--- src/rtl/ip_tx_arbiter_if.sv ---
// Requester, arbiter and tx-engine signal bundle.
// Field vectors are ascending: requester i owns slice i.
interface ip_tx_arbiter_if #(
  parameter int NUM_REQ = 4
);
  logic [NUM_REQ-1:0]    REQ_VALID;
  logic [0:32*NUM_REQ-1] REQ_IP_ADDRESS;
  logic [0:48*NUM_REQ-1] REQ_MAC_ADDRESS;
  logic [0:10*NUM_REQ-1] REQ_MESSAGE;
  logic [NUM_REQ-1:0]    REQ_GRANT;
  logic [NUM_REQ-1:0]    REQ_DONE;
  logic [0:31]           RECIPIENT_IP_ADDRESS;
  logic [0:47]           RECIPIENT_MAC_ADDRESS;
  logic [0:9]            RECIPIENT_MESSAGE;
  logic                  START_IP_TXN;
  logic                  READY_FOR_SEND;
  logic [15:0]           TXN_COUNT;

  modport master (
    input  REQ_VALID,
    input  REQ_IP_ADDRESS,
    input  REQ_MAC_ADDRESS,
    input  REQ_MESSAGE,
    input  READY_FOR_SEND,
    output REQ_GRANT,
    output REQ_DONE,
    output RECIPIENT_IP_ADDRESS,
    output RECIPIENT_MAC_ADDRESS,
    output RECIPIENT_MESSAGE,
    output START_IP_TXN,
    output TXN_COUNT
  );

  modport slave (
    output REQ_VALID,
    output REQ_IP_ADDRESS,
    output REQ_MAC_ADDRESS,
    output REQ_MESSAGE,
    output READY_FOR_SEND,
    input  REQ_GRANT,
    input  REQ_DONE,
    input  RECIPIENT_IP_ADDRESS,
    input  RECIPIENT_MAC_ADDRESS,
    input  RECIPIENT_MESSAGE,
    input  START_IP_TXN,
    input  TXN_COUNT
  );
endinterface

--- src/rtl/ip_tx_arbiter.sv ---
// Shares one ip_packet_tx engine among NUM_REQ requesters, round-robin.
// Define IP_TX_ARB_STRICT_PRIO_EN for lowest-index-wins priority instead.
module ip_tx_arbiter #(
  parameter int NUM_REQ = 4
) (
  input logic             ACLK,
  input logic             ARESET,
  ip_tx_arbiter_if.master bus
);
  localparam int W = $clog2(NUM_REQ);
  localparam logic [NUM_REQ-1:0] ONE = NUM_REQ'(1);

  typedef logic [W-1:0] idx_t;
  typedef enum logic [1:0] {
    IDLE,
    START,
    WAIT_BUSY,
    WAIT_DONE
  } state_t;

  state_t      state;
  idx_t        cur;
  idx_t        win;
  logic        found;
  logic [31:0] sel_ip;
  logic [47:0] sel_mac;
  logic [9:0]  sel_msg;

`ifdef IP_TX_ARB_STRICT_PRIO_EN
  // Lowest valid index wins; descending scan leaves the lowest last
  always_comb begin
    found = 1'b0;
    win   = '0;
    for (int k = NUM_REQ - 1; k >= 0; k--) begin
      if (bus.REQ_VALID[k]) begin
        found = 1'b1;
        win   = idx_t'(k);
      end
    end
  end
`else
  idx_t       ptr;
  logic [W:0] rot;
  idx_t       ri;

  // First valid requester at or after ptr, wrapping
  always_comb begin
    found = 1'b0;
    win   = '0;
    rot   = '0;
    ri    = '0;
    for (int k = 0; k < NUM_REQ; k++) begin
      rot = {1'b0, ptr} + (W+1)'(k);
      if (rot >= (W+1)'(NUM_REQ))
        rot = rot - (W+1)'(NUM_REQ);
      ri = rot[W-1:0];
      if (!found && bus.REQ_VALID[ri]) begin
        found = 1'b1;
        win   = ri;
      end
    end
  end
`endif

  // Route the winner's fields toward the capture registers
  always_comb begin
    sel_ip  = '0;
    sel_mac = '0;
    sel_msg = '0;
    for (int i = 0; i < NUM_REQ; i++) begin
      if (win == idx_t'(i)) begin
        sel_ip  = bus.REQ_IP_ADDRESS[32*i +: 32];
        sel_mac = bus.REQ_MAC_ADDRESS[48*i +: 48];
        sel_msg = bus.REQ_MESSAGE[10*i +: 10];
      end
    end
  end

  // Transaction FSM with registered pulses and held engine fields
  always_ff @(posedge ACLK or negedge ARESET) begin
    if (!ARESET) begin
      state                     <= IDLE;
      cur                       <= '0;
`ifndef IP_TX_ARB_STRICT_PRIO_EN
      ptr                       <= '0;
`endif
      bus.REQ_GRANT             <= '0;
      bus.REQ_DONE              <= '0;
      bus.START_IP_TXN          <= 1'b0;
      bus.RECIPIENT_IP_ADDRESS  <= '0;
      bus.RECIPIENT_MAC_ADDRESS <= '0;
      bus.RECIPIENT_MESSAGE     <= '0;
      bus.TXN_COUNT             <= '0;
    end else begin
      bus.REQ_GRANT    <= '0;
      bus.REQ_DONE     <= '0;
      bus.START_IP_TXN <= 1'b0;
      unique case (state)
        IDLE: begin
          if (bus.READY_FOR_SEND && found) begin
            bus.REQ_GRANT             <= ONE << win;
            bus.RECIPIENT_IP_ADDRESS  <= sel_ip;
            bus.RECIPIENT_MAC_ADDRESS <= sel_mac;
            bus.RECIPIENT_MESSAGE     <= sel_msg;
            cur                       <= win;
            state                     <= START;
          end
        end
        START: begin
          bus.START_IP_TXN <= 1'b1;
          state            <= WAIT_BUSY;
        end
        WAIT_BUSY: begin
          if (!bus.READY_FOR_SEND)
            state <= WAIT_DONE;
        end
        WAIT_DONE: begin
          if (bus.READY_FOR_SEND) begin
            bus.REQ_DONE <= ONE << cur;
            if (bus.TXN_COUNT != 16'hFFFF)
              bus.TXN_COUNT <= bus.TXN_COUNT + 16'd1;
`ifndef IP_TX_ARB_STRICT_PRIO_EN
            if (cur == idx_t'(NUM_REQ - 1))
              ptr <= '0;
            else
              ptr <= cur + idx_t'(1);
`endif
            state <= IDLE;
          end
        end
      endcase
    end
  end
endmodule

--- src/flat_wrapper.sv ---
// flat-port wrapper written by rule: the top's interface ports become plain ports
module ip_tx_arbiter_flat 
#(
  parameter int NUM_REQ = 4
)
  (ACLK, ARESET, bus_REQ_VALID, bus_REQ_IP_ADDRESS, bus_REQ_MAC_ADDRESS, bus_REQ_MESSAGE, bus_READY_FOR_SEND, bus_REQ_GRANT, bus_REQ_DONE, bus_RECIPIENT_IP_ADDRESS, bus_RECIPIENT_MAC_ADDRESS, bus_RECIPIENT_MESSAGE, bus_START_IP_TXN, bus_TXN_COUNT);
  ip_tx_arbiter_if #(.NUM_REQ(NUM_REQ)) bus_i ();
  input logic ACLK;
  input logic ARESET;
  input wire logic [$bits(bus_i.REQ_VALID)-1:0] bus_REQ_VALID;
  input wire logic [$bits(bus_i.REQ_IP_ADDRESS)-1:0] bus_REQ_IP_ADDRESS;
  input wire logic [$bits(bus_i.REQ_MAC_ADDRESS)-1:0] bus_REQ_MAC_ADDRESS;
  input wire logic [$bits(bus_i.REQ_MESSAGE)-1:0] bus_REQ_MESSAGE;
  input wire logic [$bits(bus_i.READY_FOR_SEND)-1:0] bus_READY_FOR_SEND;
  output wire logic [$bits(bus_i.REQ_GRANT)-1:0] bus_REQ_GRANT;
  output wire logic [$bits(bus_i.REQ_DONE)-1:0] bus_REQ_DONE;
  output wire logic [$bits(bus_i.RECIPIENT_IP_ADDRESS)-1:0] bus_RECIPIENT_IP_ADDRESS;
  output wire logic [$bits(bus_i.RECIPIENT_MAC_ADDRESS)-1:0] bus_RECIPIENT_MAC_ADDRESS;
  output wire logic [$bits(bus_i.RECIPIENT_MESSAGE)-1:0] bus_RECIPIENT_MESSAGE;
  output wire logic [$bits(bus_i.START_IP_TXN)-1:0] bus_START_IP_TXN;
  output wire logic [$bits(bus_i.TXN_COUNT)-1:0] bus_TXN_COUNT;
  assign bus_i.REQ_VALID = bus_REQ_VALID;
  assign bus_i.REQ_IP_ADDRESS = bus_REQ_IP_ADDRESS;
  assign bus_i.REQ_MAC_ADDRESS = bus_REQ_MAC_ADDRESS;
  assign bus_i.REQ_MESSAGE = bus_REQ_MESSAGE;
  assign bus_i.READY_FOR_SEND = bus_READY_FOR_SEND;
  assign bus_REQ_GRANT = bus_i.REQ_GRANT;
  assign bus_REQ_DONE = bus_i.REQ_DONE;
  assign bus_RECIPIENT_IP_ADDRESS = bus_i.RECIPIENT_IP_ADDRESS;
  assign bus_RECIPIENT_MAC_ADDRESS = bus_i.RECIPIENT_MAC_ADDRESS;
  assign bus_RECIPIENT_MESSAGE = bus_i.RECIPIENT_MESSAGE;
  assign bus_START_IP_TXN = bus_i.START_IP_TXN;
  assign bus_TXN_COUNT = bus_i.TXN_COUNT;
  ip_tx_arbiter #(.NUM_REQ(NUM_REQ)) u_core (.ACLK(ACLK), .ARESET(ARESET), .bus(bus_i));
endmodule
--- config.mk ---
export PLATFORM = sky130hd
export DESIGN_NAME = ip_tx_arbiter_flat
export DESIGN_NICKNAME = d
export VERILOG_FILES = /design/src/rtl/ip_tx_arbiter_if.sv /design/src/rtl/ip_tx_arbiter.sv /design/src/flat_wrapper.sv
export SDC_FILE = /design/constraint.sdc
export NUM_CORES = 1
export LEC_CHECK = 0
export BUFFER_PORTS_ARGS = -buffer_cell sky130_fd_sc_hd__clkbuf_2
export CAP_MARGIN = 10
export CELL_PAD_IN_SITES_DETAIL_PLACEMENT = 1
export CELL_PAD_IN_SITES_GLOBAL_PLACEMENT = 1
export CORE_AREA = 2 2 188 190
export CTS_CLUSTER_DIAMETER = 150
export DETAILED_ROUTE_END_ITERATION = 10
export DIE_AREA = 0 0 190 192
export MAX_ROUTING_LAYER = met4
export PLACE_DENSITY = 0.62
export SYNTH_ARGS = -nofsm -noshare
export SYNTH_HDL_FRONTEND = slang
export SYNTH_SLANG_ARGS = --single-unit
--- constraint.sdc ---
create_clock -name ACLK -period 1.5 [get_ports ACLK]
set_input_delay 0.225 -clock ACLK [delete_from_list [all_inputs] [get_ports ACLK]]
set_output_delay 0.225 -clock ACLK [all_outputs]
set_load 0.005 [all_outputs]
==> results of run 1 <==
logic make-up (layout without fill, tap and decap cells):
logic type / after synthesis / count (layout)
and+or+nand+nor: 230 / 230
DFF: 121 / 121
adders and majority gates: 9 / 9
other: 0 / 3
AOI/OAI and AO/OA: 305 / 305
buffers and inverters: 88 / 688
muxes: 3 / 3
xor gates and xnor gates: 14 / 14
power breakdown:
group / internal, W / leakage (nW) / switching, W
registers: 0.00462 / 1.52 / 0.000876
logic: 0.00655 / 4.63 / 0.00690
clock network: 0.00302 / 0.316 / 0.00172
total: 0.0142 / 6.47 / 0.00949
registers in the layout (all words and copies together), names as in the netlist:
signal,count
u_core.bus.REQ_GRANT,4
u_core.bus.RECIPIENT_MAC_ADDRESS,48
u_core.ptr,2
u_core.bus.REQ_DONE,4
u_core.bus.RECIPIENT_MESSAGE,10
u_core.bus.START_IP_TXN,1
u_core.bus.RECIPIENT_IP_ADDRESS,32
u_core.state,2
u_core.bus.TXN_COUNT,16
u_core.cur,2
cell usage after synthesis (all sizes together) (9+ instances only):
cell      n  area share
o221ai   82        0.10
and3     91       0.081
nor3     13       0.011
ha        9       0.016
inv       9      0.0052
o21ai    96       0.068
nand2    92       0.050
buf      31       0.024
a21oi    15       0.012
o31ai    10       0.011
nor2      9      0.0048
a211oi   80       0.086
xnor2    12       0.015
clkbuf   48       0.026
dfrtp   121        0.43
a22oi    10       0.011
metrics by stage:
| step | power, W | area, um^2 | instances |
|---|---|---|---|
| 2_1_floorplan | 0.0108 | 7500 | 770 |
| 3_3_place_gp | 0.0158 | 11200 | 1747 |
| 3_5_place_dp | 0.0160 | 11200 | 1747 |
| 4_1_cts | 0.0229 | 12900 | 1808 |
| 5_1_grt | 0.0251 | 13500 | 1828 |
| 6_report | 0.0237 | 13500 | 1828 |
worst paths after layout:
path                                                           start                                    to  cells after the start
max in group asynchronous                                     ARESET  u_core.bus.RECIPIENT_MAC_ADDRESS[27]                      3
worst max-delay path                                   u_core.ptr[1]  u_core.bus.RECIPIENT_MAC_ADDRESS[18]                      8
worst max register to register                         u_core.ptr[1]  u_core.bus.RECIPIENT_MAC_ADDRESS[18]                      8
worst min-delay path                              bus_REQ_MESSAGE[7]       u_core.bus.RECIPIENT_MESSAGE[2]                      3
min in group asynchronous                                     ARESET               u_core.bus.TXN_COUNT[7]                      2
worst min register to register  u_core.bus.RECIPIENT_MAC_ADDRESS[35]  u_core.bus.RECIPIENT_MAC_ADDRESS[35]                      2
routing by layer:
layer  GRT usage  wire length (um)  up-vias
li1            -                 -     4157
met1       0.257             16900     4344
met2       0.368             20800      345
met3      0.0451              2120       64
met4      0.0725              1040        0
met5           -                 0        -
tightest hold or removal path, delay by kind of cell:
family	cells	cell delay, ps
buf+inv	1	70
compound gates	2	120
timing repair:
| item | in CTS | in global routing |
|---|---|---|
| setup buffers | 21 | 16 |
| endpoints found under the setup margin | 105 | 107 |
| endpoints found under the hold margin | 121 | 0 |
| hold buffers | 1 | 0 |
| resized for setup | 135 | 85 |
| pin swaps | 37 | 38 |
| cloned | 9 | 5 |
final cells by class:
| class | count | area [um^2] |
|---|---|---|
| antenna | 3 | 7.51 |
| clock buffer | 20 | 447 |
| clock inverter | 12 | 210 |
| fill | 4018 | 20800 |
| inverter | 9 | 36.3 |
| multi-input combinational | 561 | 4720 |
| sequential | 121 | 3030 |
| tap | 455 | 569 |
| timing repair buffer | 647 | 4510 |
==> results_dict.tcl, run 1 <==
set metrics [dict create \
    outcome "finished, violations left" \
    failed_checks "negative setup slack" \
    most_frequent_cells_in_the_layout "clkbuf_2 (480), dfrtp_1 (121), nand2_1 (86)" \
    insertion_delay_ps 440 \
    chipHeight_um 192 \
    synthArstFlopShare 1.00 \
    synth_simple_gate_area_frac 0.172 \
    cap_violations 0 \
    combinational_family_with_the_most_area_after_synthesis "compound AO/OA/AOI/OAI gates" \
    synth-seq-cells 121 \
    detail_route.vias_per_cell 4.87 \
    worst_hold_slack_ps 34.1 \
    syn-instance-count 770 \
    antenna_found_initial 3 \
    yosys.cell_types.count 48 \
    worst_setup_hold_path_clk_slew_ps 60 \
    placementRows 68 \
    synthMuxAreaShare 0.00481 \
    grt_max_degree 44 \
    critPathArrivalTime_ps 2110 \
    synth_sequential_area_ratio 0.432 \
    cp.required_ps 1810 \
    numClockSinks 121 \
    ir_drop_uv 884 \
    yosysWarningCount 0 \
    syn-num-nets 1146 \
    final_antenna_net_count 0 \
    max_clock_freq_mhz 558 \
    detailed_place_hpwl_mm 28.5 \
    power.density_cell_area_mw_per_mm2 1750 \
    worst-setup-path-type "reg2reg" \
    cp_common_cell "buf_4" \
    detailedRoute.firstPassIterationCount 4 \
    clock_tree.buffer_depth 2 \
    category_of_the_worst_setup_path_capture_point "flip-flop" \
    critical_path_peak_fanout 19 \
    mappedNetlistArea_mm2 0.00702 \
    route.detailed.drc 0 \
    rrSetupSlack_ps -290 \
    worstSetupStartpointType "flip-flop" \
    synth_edf_count 0 \
    critical-path-slowest-cell "dfrtp_1" \
    report.final.hold_viol_count 0 \
    final_critical_path_time_including_i_o_delays_and_setup_ps 1790 \
    final.setup_skew_ps 13.4 \
    port_buffers 481 \
    die_width_um 190 \
    design.die.area_mm2 0.0365 \
    final_layout_size_suffix_gt1_frac 0.634 \
    drt-wirelength-per-cell_um 22.4 \
    routed-via-count 8910 \
    grt_setup_unrepaired "yes" \
    postRouteWirelength_mm 40.9 \
    path_delay_family "buffers and inverters" \
    via_count_of_the_first_global_routing_pass 9650 \
    cts_tree "built" \
    cp_slowest_stage_delay_ps 430 \
    clockRootBuffer "clkbuf_16" \
    total_leakage_power_nw 6.47 \
    setup-violations-final 97 \
    layout_setup_ws_ps -292 \
    core-area_mm2 0.0343 \
    slew_headroom 0.757 \
    cts_buffers 17 \
    mostFrequentLayoutCell "clkbuf_2" \
    worst_pin_slew_ps 362 \
    initial_utilization 0.205 \
    top_level_ports 482 \
    post_synth_fa_ha_maj_area_fraction 0.0160 \
    synth_xor_area_frac 0.0175 \
    min-delay-path-class "in2reg" \
    final-max-slew-violation-count 0 \
    detailedPlace.worstSlack_ps -412 \
    finish.net_count 1733 \
    final_replace_weighted_congestion 0.858 \
    drt_first_iter_violations 325 \
    timing.critical_path.cells "buf_6, o21ai_0, buf_4, o211ai_4, buf_4, buf_12, o221ai_1, o21ai_1" \
    timing.setup.tns_ps -20210 \
    cts-htree-levels 4 \
    grt_usage 0.217 \
    fin_util 0.394 \
    synth_compound_gate_area_share 0.303 \
    grt_first_pass_wirelength_mm 57.7 \
    final.period_utilization 1.19 \
    area_growth_pct 92.7 \
    worst-path-buf-inv 4 \
    syn_avg_cell_area_um2 9.11 \
    grt.overflow.total 0 \
    synth_ff_type "dfrtp_1" \
]
No activity file was read; power rests on OpenSTA's default activity.
==> inputs of run 2 (changes only) <==
--- a/config.mk
+++ b/config.mk
@@ -15,6 +15,7 @@
 export DIE_AREA = 0 0 190 192
 export MAX_ROUTING_LAYER = met4
 export PLACE_DENSITY = 0.62
+export RECOVER_POWER = 50
 export SYNTH_ARGS = -nofsm -noshare
 export SYNTH_HDL_FRONTEND = slang
 export SYNTH_SLANG_ARGS = --single-unit
==> constraint.sdc (replaced) <==
create_clock -name ACLK -period 1.64 [get_ports ACLK]
set_input_delay 0.246 -clock ACLK [delete_from_list [all_inputs] [get_ports ACLK]]
set_output_delay 0.246 -clock ACLK [all_outputs]
set_load 0.005 [all_outputs]
==> results_dict.tcl, run 2 (synthesis results as in run 1) <==
set metrics [dict create \
    outcome "finished, violations left" \
    failed_checks "negative setup slack" \
    largestRegisters "u_core.bus.RECIPIENT_MAC_ADDRESS (48), u_core.bus.RECIPIENT_IP_ADDRESS (32), u_core.bus.TXN_COUNT (16)" \
    via_count_of_the_first_global_routing_pass 9792 \
    layout_setup_ws_ps -241 \
    route.detailed.drc 0 \
    timing.critical_path.cells "and2_4, o221ai_4, nand2_4, buf_12, buf_16, a211oi_4, o21ai_1" \
    grt.overflow.total 0 \
    final_critical_path_time_including_i_o_delays_and_setup_ps 1880 \
    die_width_um 190 \
    finish.net_count 1729 \
    clock_tree.buffer_depth 2 \
    area_growth_pct 91.6 \
    clockRootBuffer "clkbuf_16" \
    detailedPlace.worstSlack_ps -461 \
    p_sw_w 0.00867 \
    finalInstanceArea_mm2 0.0134 \
    final_replace_weighted_congestion 0.908 \
    largest_register_ffs 48 \
    power.density_cell_area_mw_per_mm2 1630 \
    dr_wl_met2_mm 20.6 \
    registers.top_by_ff_count "u_core.bus.RECIPIENT_MAC_ADDRESS" \
    route.layer.met1.wl_mm 16.9 \
    final.period_utilization 1.15 \
    drt-wirelength-per-cell_um 22.3 \
    detailedRoute.firstPassIterationCount 5 \
    min-delay-path-class "in2reg" \
    timing.setup.tns_ps -13670 \
    most_frequent_cells_in_the_layout "clkbuf_2 (478), dfrtp_1 (120), nand2_1 (88)" \
    category_of_the_worst_setup_path_capture_point "flip-flop" \
    antenna_found_initial 3 \
    drt_first_iter_violations 395 \
    worst_setup_hold_path_clk_slew_ps 70 \
    max_clock_freq_mhz 532 \
    grt_first_pass_wirelength_mm 59.2 \
    design.die.area_mm2 0.0365 \
    numClockSinks 121 \
    cts_buffers 17 \
    detail_route.vias_per_cell 4.93 \
    critical-path-slowest-cell "dfrtp_2" \
    worst-setup-path-type "reg2reg" \
    comb_power_share 0.564 \
    clock_power_share 0.208 \
    grt_setup_unrepaired "yes" \
    path_delay_family "compound AO/OA/AOI/OAI gates" \
    instances_no_fill 1824 \
    postRouteWirelength_mm 40.7 \
    core-area_mm2 0.0343 \
    slew_headroom 0.461 \
    ir_drop_uv 756 \
    setup-violations-final 90 \
    top_level_ports 482 \
    grt_max_degree 50 \
    insertion_delay_ps 420 \
    cap_violations 0 \
    total_leakage_power_nw 6.43 \
    critical_path_peak_fanout 8 \
    cts_tree "built" \
    final.setup_skew_ps 11.9 \
    placementRows 68 \
    post-place-cells 1742 \
    report.final.hold_viol_count 0 \
    final_layout_size_suffix_gt1_frac 0.616 \
    highest_metal_layer_with_signal_wires "met4" \
    grt_usage 0.222 \
    detailed_place_hpwl_mm 29.0 \
    mostFrequentLayoutCell "clkbuf_2" \
    worst_pin_slew_ps 808 \
    wl_met3_mm 2.25 \
    nFillCells 4013 \
    chipHeight_um 192 \
    cts-htree-levels 4 \
    internal_power_w 0.0132 \
    power.total_w 0.0219 \
    port_buffers 481 \
    share_seq_of_total_power 0.229 \
    final-max-slew-violation-count 0 \
    worstSetupStartpointType "flip-flop" \
    fraction_of_power_spent_switching_nets 0.396 \
    routed-via-count 8985 \
    worst-path-buf-inv 2 \
    cp_slowest_stage_delay_ps 460 \
    critPathArrivalTime_ps 2180 \
    dpl_cell_area_mm2 0.0109 \
    final_antenna_net_count 0 \
    cp.required_ps 1940 \
    initial_utilization 0.205 \
]
## run 2: cell types whose count changed in the layout (fill, tap and decap cells not counted), sizes merged
cell / before / now
buf: 162 / 157
bufinv: 5 / 6
inv: 13 / 12
clkinvlp: 1 / 2
## run 2: power by group through the flow
stage	clock, W	combinational [W]	sequential, W
after global routing	0.00479	0.0133	0.00516
final	0.00455	0.0123	0.00501
after detailed placement	0	0.00926	0.00502
after floorplan	0	0.00417	0.00501
after global placement	0	0.00916	0.00496
after CTS	0.00468	0.0119	0.00500
## run 2: per-stage QoR
stage / hold slack [ps] / util
after global routing: 56.9 / 0.392
after floorplan: -49.6 / -
after detailed placement: 150 / 0.318
after CTS: 49.2 / 0.383
after global placement: 152 / 0.318
final: 75.7 / 0.392
## run 2: tightest hold or removal path: stages
cell and delay [ps]:
clkbuf_2 80, a22oi_1 50, o21ai_1 70
## run 2: final cells by class
cell class / instances / area, um^2 / share of cell area
clock inverters: 13 / 239 / 0.0178
clock buffers: 19 / 453 / 0.0337
diodes: 3 / 7.51 / 0.000558
multi-input cells: 561 / 4640 / 0.345
inverters: 9 / 36.3 / 0.00270
well taps: 455 / 569 / 0.0423
repair buffers: 643 / 4470 / 0.333
flip-flops and latches: 121 / 3030 / 0.225
## run 2: layer usage
metal  GRT usage  vias up
met2       0.374      347
met5           -        -
met1       0.266     4452
met3      0.0457       49
met4      0.0710        0
li1            -     4137
## run 2: final timing paths
check,endpoint,depth (start not counted),slack (ps),start
setup / recovery,u_core.bus.RECIPIENT_MAC_ADDRESS[34],7,-240,u_core.ptr[1]
max in group asynchronous,u_core.bus.RECIPIENT_IP_ADDRESS[14],3,170,ARESET
hold reg to reg,u_core.bus.RECIPIENT_MAC_ADDRESS[47],2,480,u_core.bus.RECIPIENT_MAC_ADDRESS[47]
hold / removal,u_core.bus.RECIPIENT_MESSAGE[2],3,80,bus_REQ_MESSAGE[7]
min in group asynchronous,u_core.bus.START_IP_TXN,2,450,ARESET
setup reg to reg,u_core.bus.RECIPIENT_MAC_ADDRESS[34],7,-240,u_core.ptr[1]
## run 2: timing repair
action | 4_1_cts | 5_1_grt
hold buffers | 1 | 0
gates cloned | 12 | 3
pin swaps | 157 | 71
resized for setup | 197 | 50
endpoints found under the setup margin | 92 | 105
buffers inserted | 29 | 7
endpoints found under the hold margin | 28 | 0
